<file path="src/rtl/apb_master_pkg.sv">
// apb_master_pkg: shared types and default sizing for the two-requester APB master.
package apb_master_pkg;
  localparam int DEF_DATA_WIDTH = 32;
  localparam int DEF_RW_REGION = 8;
  localparam int DEF_TIMEOUT_CYCLES = 16;
  typedef enum logic [1:0] {IDLE, SETUP, ACCESS} state_t;
  typedef struct packed {
    logic write;
    logic [DEF_RW_REGION-1:0] addr;
    logic [DEF_DATA_WIDTH-1:0] wdata;
  } xfer_t;
endpackage

</file>
<file path="src/rtl/apb_rr_arbiter.sv">
// apb_rr_arbiter: combinational 2-way round-robin, favouring the requester not granted last.
module apb_rr_arbiter (
  input  logic [1:0] i_req_valid,
  input  logic       i_last_grant,
  input  logic       i_enable,
  output logic [1:0] o_grant
);
  always_comb begin
    o_grant = !i_enable ? 2'b00 : (&i_req_valid) ? (i_last_grant ? 2'b01 : 2'b10) : i_req_valid;
  end
endmodule

</file>
<file path="src/rtl/apb_master_arbiter.sv">
// apb_master_arbiter: arbitrates two requesters onto one APB bus and returns the
// completion (data or error, including pready timeout) to the granted requester.
module apb_master_arbiter
  import apb_master_pkg::*;
#(
  parameter int DATA_WIDTH = DEF_DATA_WIDTH,
  parameter int RW_REGION = DEF_RW_REGION,
  parameter int TIMEOUT_CYCLES = DEF_TIMEOUT_CYCLES
) (
  input  logic                    pclk,
  input  logic                    preset,
  input  logic [1:0]              req_valid,
  output logic [1:0]              req_ready,
  input  logic [1:0]              req_write,
  input  logic [2*RW_REGION-1:0]  req_addr,
  input  logic [2*DATA_WIDTH-1:0] req_wdata,
  output logic [1:0]              rsp_valid,
  output logic [DATA_WIDTH-1:0]   rsp_rdata,
  output logic                    rsp_err,
  output logic [RW_REGION-1:0]    paddr,
  output logic                    pselx,
  output logic                    penable,
  output logic                    pwrite,
  output logic [DATA_WIDTH-1:0]   pwdata,
  input  logic [DATA_WIDTH-1:0]   prdata,
  input  logic                    pready,
  input  logic                    pslverr
);
  localparam int CW = $clog2(TIMEOUT_CYCLES);
  state_t r_state, w_next;
  logic r_last, r_owner, r_psel, r_penable, r_pwrite, r_rsp_err;
  logic [CW-1:0] r_cnt;
  logic [RW_REGION-1:0] r_paddr;
  logic [DATA_WIDTH-1:0] r_pwdata, r_rsp_rdata;
  logic [1:0] r_rsp_valid, w_grant;
  logic w_gidx, w_done, w_tmo;
  apb_rr_arbiter u_arb (
    .i_req_valid (req_valid),
    .i_last_grant(r_last),
    .i_enable    (r_state == IDLE),
    .o_grant     (w_grant)
  );
  assign req_ready = w_grant;
  assign w_gidx = w_grant[1];
  assign w_done = (r_state == ACCESS) && pready;
  assign w_tmo = (r_state == ACCESS) && !pready && (r_cnt == CW'(TIMEOUT_CYCLES - 1));
  always_comb begin
    w_next = (r_state == IDLE) ? ((|req_valid) ? SETUP : IDLE) :
             (r_state == SETUP) ? ACCESS :
             (w_done || w_tmo) ? IDLE : ACCESS;
  end
  always_ff @(posedge pclk) begin
    if (preset) begin
      r_state <= IDLE;
      r_last <= 1'b1;
      r_owner <= 1'b0;
      r_cnt <= '0;
      r_psel <= 1'b0;
      r_penable <= 1'b0;
      r_pwrite <= 1'b0;
      r_paddr <= '0;
      r_pwdata <= '0;
      r_rsp_valid <= '0;
      r_rsp_err <= 1'b0;
      r_rsp_rdata <= '0;
    end else begin
      r_state <= w_next;
      r_rsp_valid <= '0;
      r_rsp_err <= 1'b0;
      r_rsp_rdata <= '0;
      if (|w_grant) begin
        r_paddr <= w_gidx ? req_addr[2*RW_REGION-1:RW_REGION] : req_addr[RW_REGION-1:0];
        r_pwrite <= req_write[w_gidx];
        r_pwdata <= !req_write[w_gidx] ? '0 :
                    w_gidx ? req_wdata[2*DATA_WIDTH-1:DATA_WIDTH] : req_wdata[DATA_WIDTH-1:0];
        r_owner <= w_gidx;
        r_last <= w_gidx;
        r_psel <= 1'b1;
      end
      if (r_state == SETUP) begin
        r_penable <= 1'b1;
        r_cnt <= '0;
      end
      if (r_state == ACCESS && !pready) r_cnt <= r_cnt + 1'b1;
      // timeout reuses the normal completion path with a forced error and no data
      if (w_done || w_tmo) begin
        r_psel <= 1'b0;
        r_penable <= 1'b0;
        r_rsp_valid <= {r_owner, !r_owner};
        r_rsp_err <= w_tmo || pslverr;
        r_rsp_rdata <= (w_done && !r_pwrite) ? prdata : '0;
      end
    end
  end
  assign paddr = r_paddr;
  assign pselx = r_psel;
  assign penable = r_penable;
  assign pwrite = r_pwrite;
  assign pwdata = r_pwdata;
  assign rsp_valid = r_rsp_valid;
  assign rsp_err = r_rsp_err;
  assign rsp_rdata = r_rsp_rdata;
endmodule

</file>
<file path="config.mk">
export PLATFORM = sky130hd
export DESIGN_NAME = apb_master_arbiter
export DESIGN_NICKNAME = d
export VERILOG_FILES = /design/src/rtl/apb_master_pkg.sv /design/src/rtl/apb_rr_arbiter.sv /design/src/rtl/apb_master_arbiter.sv
export SDC_FILE = /design/constraint.sdc
export NUM_CORES = 1
export LEC_CHECK = 0
export ABC_AREA = 1
export CAP_MARGIN = 20
export CORE_MARGIN = 2
export CORE_UTILIZATION = 38
export CTS_CLUSTER_DIAMETER = 60
export DETAILED_ROUTE_END_ITERATION = 12
export GPL_TIMING_DRIVEN = 0
export HOLD_SLACK_MARGIN = 0.1
export PLACE_DENSITY = 0.81
export SLEW_MARGIN = 10
export SYNTH_ARGS = -nofsm -noshare
export SYNTH_HDL_FRONTEND = slang
export SYNTH_SLANG_ARGS = --single-unit
</file>
<file path="constraint.sdc">
create_clock -name pclk -period 1.5 [get_ports pclk]
set_input_delay 0.3 -clock pclk [delete_from_list [all_inputs] [get_ports pclk]]
set_output_delay 0.3 -clock pclk [all_outputs]
set_load 0.01 [all_outputs]
</file>
# Word-level counts from Yosys, hierarchy flattened
# Cells that the tools add are included.
op_classes:
  n_addsub: 1
  order_cmp: 1
  n_eq_ne: 3
  n_mux: 14
  bitwise_logic: 2
  reduce_logical: 17
ops:
  columns: ["op", "count"]
  rows:
  - ["$mux W32", 2]
  - ["$mux W2", 6]
  - ["$mux W4", 2]
  - ["$mux W8", 1]
  - ["$reduce_or A2 Y1", 4]
  - ["$add A4 B1 Y4 const B", 1]
  - ["$eq A4 B4 Y1 const B", 1]
  - ["$logic_and A1 B1 Y1", 4]
  - ["$logic_not A1 Y1", 3]
  - ["$mux W1", 3]
  - ["$reduce_or A3 Y1", 1]
  - ["$eq A2 B1 Y1 const B", 1]
  - ["$eq A2 B2 Y1 const B", 1]
  - ["$logic_not A2 Y1", 1]
  - ["$logic_or A1 B1 Y1", 2]
  - ["$lt A1 B2 Y1 const B", 1]
  - ["$not A1 Y1", 2]
  - ["$reduce_and A2 Y1", 1]
  - ["$reduce_bool A2 Y1", 1]
word_totals:
  ff_bits: 86
  input_bits: 120
  output_inout_bits: 80
  elab_cells: 50

# Depth between registers and ports, before layout
logic_depth:
  depth_word: 7
  depth_mapped: 8

# By module
# A second synthesis with hierarchy kept.
unflattened:
  hier_cells: 483
  hier_area_um2: 3349.5
by_module_without_submodules:
  columns: ["module", "instances", "cells_per_inst", "area_per_inst_um2", "seq_area_each_um2"]
  rows:
  - ["apb_master_arbiter", 1, 478, 3328.2, 1721.7]
  - ["apb_rr_arbiter", 1, 5, 21.3, 0.0]

# Least setup slack after synthesis
# OpenSTA, ideal clock, no wires.
synth_timing:
  kind: "register to register"
  start: "register r_state[0]"
  end: "register r_pwdata[10] (netlist: pwdata[10])"
  setup_time_ns: 0.132
  arrival_time_ns: 1.184
  required_ns: 1.368
  setup_slack_ns: 0.184
  path_stages_with_launch: 8
  n_path_buf: 1
  period_less_slack_ns: 1.316
  cell_sequence: "dfxtp_1 -> nor2_4 -> inv_2 -> a21oi_2 -> inv_2 -> clkbuf_1 -> nand2_1 -> a21oi_1"
synth_between:
  elab_chain_cells: 5
  elab_cells_between_ends: 7
  classes_between: "mux: 5; reduce/logical: 2"
synth_rtl:
  columns: ["element", "line_no", "text"]
  rows:
  - ["from (decl)", "apb_master_arbiter.sv:30", "state_t r_state, w_next;"]
  - ["from (signal assigned)", "apb_master_arbiter.sv:67", "r_state <= w_next;"]
  - ["$logic_not A2 Y1 *", "apb_master_arbiter.sv:40", ".i_enable (r_state == IDLE),"]
  - ["$mux W2 *", "apb_rr_arbiter.sv:9", "o_grant = !i_enable ? 2'b00 : (&i_req_valid) ? (i_last_grant ? 2'b01 : 2'b10) : i_req_valid;"]
  - ["$mux W1 (not written as such) (2 in series)", "apb_master_arbiter.sv:74", "r_pwdata <= !req_write[w_gidx] ? '0 :"]
  - ["$mux W32", "apb_master_arbiter.sv:74", null]
  - ["to (signal assigned)", "apb_master_arbiter.sv:74", null]
  - ["to (decl)", "apb_master_arbiter.sv:34", "logic [DATA_WIDTH-1:0] r_pwdata, r_rsp_rdata;"]
# Mark *: on every way between the ends. The rest lies on a longest branch, timed or not. The select of a mux whose other input is x is not followed.
# A chain may end at the register's enable or synchronous reset.

# Final worst setup path
layout_timing:
  start: "register r_state[1]"
  end: "output req_ready[0]"
layout_between:
  elab_chain_cells: 2
layout_rtl:
  columns: ["element", "line_no", "text"]
  rows:
  - ["$logic_not A2 Y1", "apb_master_arbiter.sv:40", null]
  - ["$mux W2", "apb_rr_arbiter.sv:9", null]
  - ["to (decl)", "apb_master_arbiter.sv:13", "output logic [1:0] req_ready,"]
# No other way between the ends.

==> reports/qor.yml <==
floorplan:
  placementRows: 34
  start_util: 0.3890
  die_x_um: 98.25
  die-area_um2: 9653
  chipHeight_um: 98.25
  core_um2: 8678
  io_pins: 200
sta:
  slew_violations: 0
  max_freq_mhz: 633.1
  hold_viol: 0
  maxSlewHeadroom: 0.6516
  fin_skew_ns: 0.01125
  rsz0062_at_grt: "yes"
  fin_crit_ns: 1.579
  worstMarginPinSlew_ns: 0.5226
  setup_viol: 1
  fin_ws_ns: -0.07943
  tns_ns: -0.07943
  finalCritPeriodShare: 1.053
critical_path:
  cp-start-kind: "flip-flop"
  cp_max_fo: 3
  worst-endpoint-required_ns: 1.20
  cp.arrival_ns: 1.28
  worstSetupPathType: "reg -> out"
  end_kind: "output port"
cts:
  cts_num_sinks: 86
  ctsLongestPathBuffers: 2
  path_clk_slew_ns: 0.08
  worstSkewPairLatency_ns: 0.34
  numCtsBuffers: 9
  cts_root_buffer: "clkbuf_8"
  cts_max_level: 3
  cts_tree: "yes"
  ctsHoldBuffers: 0
synthesis:
  synth_flop_cell: "dfxtp_1"
  synth_nets: 585
  yosysSeqAreaShare: 0.5100
  ys_types: 21
  ys_warn_count: 0
  synthArstFlopShare: 0
  synthTopCellsByCount: "nand2_1, dfxtp_1, nand3_1, inv_1"
  netlist_top_cells_area: "dfxtp_1, nand2_1, nand3_1"
  syn_area_per_cell_um2: 7.275
  yosys.area.top_type: "dfxtp_1"
  syn_inst: 464
  yosys.area.top_type_share: 0.5100
  syn-cell-area_um2: 3376
  ys_ff_latch: 86
  synth_edf_count: 0
  yosysMostFrequentCell: "nand2_1"
place:
  gp_congestion: 0.8267
  io_buffers: 199
  pre_cts_slack_ns: -1.019
  hpwl_um: 8512
routing:
  via_count: 3850
  drt_wl_total_um: 11380
  drt-pass1-iter-count: 4
  ant_nets: 0
  wl_per_cell_um: 14.22
  drtIter0Drc: 121
  viasPerCell: 4.813
  drt_drc_violations_left: 0
final_layout:
  num_antenna_cells: 0
  nets: 808
  fill_cells: 752
  areaGrowthSynthToFinish_pct: 77.21
  drive_above_1_share: 0.1055
grt:
  grt_pass1_vias: 3717
  antenna_found_initial: 0
  grt_usage: 0.2259
  grt_pass1_wl_um: 17650
  gr-total-overflow: 0
  grt_max_degree: 16
power:
  vdd_drop_max_mv: 0.5333
  p_leak_nw: 3.028
  power_density_nw_per_um2: 936.5
run:
  max_cap_viol_count: 0
min_path:
  min-delay-path-class: "reg -> reg"
outcome:
  violations: "setup timing"
  outcome: "complete, but fails checks"
-- area by class of cell --
class | count | area, µm² | share of cell area
Clock inverter | 6 | 67.56 | 0.01129
Sequential cell | 86 | 1728 | 0.2889
Clock buffer | 10 | 137.6 | 0.02301
Multi-Input combinational cell | 304 | 1439 | 0.2405
Timing Repair Buffer | 212 | 2078 | 0.3474
Tap cell | 108 | 135.1 | 0.02259
Inverter | 45 | 176.4 | 0.02949
Buffer | 29 | 220.2 | 0.03681
-- kinds of logic (layout without fill, tap and decap cells) --
family / count (synthesis) / in the layout / share of synthesized area
simple gates: 240 / 240 / 0.2973
flops: 86 / 86 / 0.5100
buf+inv: 74 / 302 / 0.08821
compound gates: 63 / 63 / 0.1008
fa+ha+maj: 1 / 1 / 0.003706
-- flip-flops by register name (all words and copies together), names as in the netlist, 2 cells and up --
| register | count |
|---|---|
| rsp_valid | 2 |
| r_state | 2 |
| pwdata | 32 |
| r_cnt | 4 |
| rsp_rdata | 32 |
| paddr | 8 |
-- metrics by stage --
step	instances	util	hold WS (ns)	area, µm²	power, mW
after floorplan	464	-	0.4122	3376	3.106
after global placement	771	0.6341	0.4477	5503	3.800
after detailed placement	771	0.6341	0.4407	5503	3.833
after CTS	794	0.6629	0.4549	5753	5.492
after global routing	800	0.6893	0.4498	5982	5.894
final	800	0.6893	0.4575	5982	5.602
-- placed cells by master, fill, tap and decap left out, drive strengths merged --
master | Yosys | layout
nor2 | 41 | 41
ha | 1 | 1
o21ai | 10 | 10
buf | 16 | 32
clkdlybuf4s50 | 0 | 117
clkbuf | 13 | 22
bufinv | 0 | 1
clkinvlp | 0 | 2
nor3 | 1 | 1
o211ai | 1 | 1
nand3 | 68 | 68
dlymetal6s2s | 0 | 7
dfxtp | 86 | 86
nand4 | 1 | 1
nand2 | 128 | 128
dlygate4sd2 | 0 | 73
a31oi | 8 | 8
a21oi | 42 | 42
a211oi | 2 | 2
clkinv | 1 | 2
inv | 44 | 46
nand3b | 1 | 1
-- routing by layer --
metal	vias to the layer above	global-route usage	part of all wire
li1	1924	-	-
met1	1760	0.2683	0.40
met2	135	0.3999	0.51
met3	31	0.04009	0.054
met4	0	0.09800	0.034
met5	-	0	0
-- critical path, stage by stage, from the launching register on --
cell	delay [ns]
dfxtp_4	0.36
nor2_4	0.18
inv_2	0.08
a211oi_2	0.15
buf_2	0.18
-- path summary, 6_finish.rpt --
path | end | from | cells after the start | slack, ns
worst max register to register | pwdata[31] | r_state[1] | 9 | 0.03
worst min register to register | rsp_valid[1] | r_owner | 2 | 0.46
worst min-delay path | rsp_valid[1] | r_owner | 2 | 0.46
worst max-delay path | req_ready[0] | r_state[1] | 4 | -0.08
-- power by group --
part           internal, mW  switching, mW
Sequential             2.41         0.0670
Clock                 0.825          0.837
Combinational         0.758          0.704
-- timing repair --
item,CTS,global route
hold endpoints to repair,0,0
pin swaps,2,3
gates cloned,0,2
setup endpoints to repair,118,66
setup buffers,7,4
gates resized for setup,110,58
(Power assumes the default switching activity.)
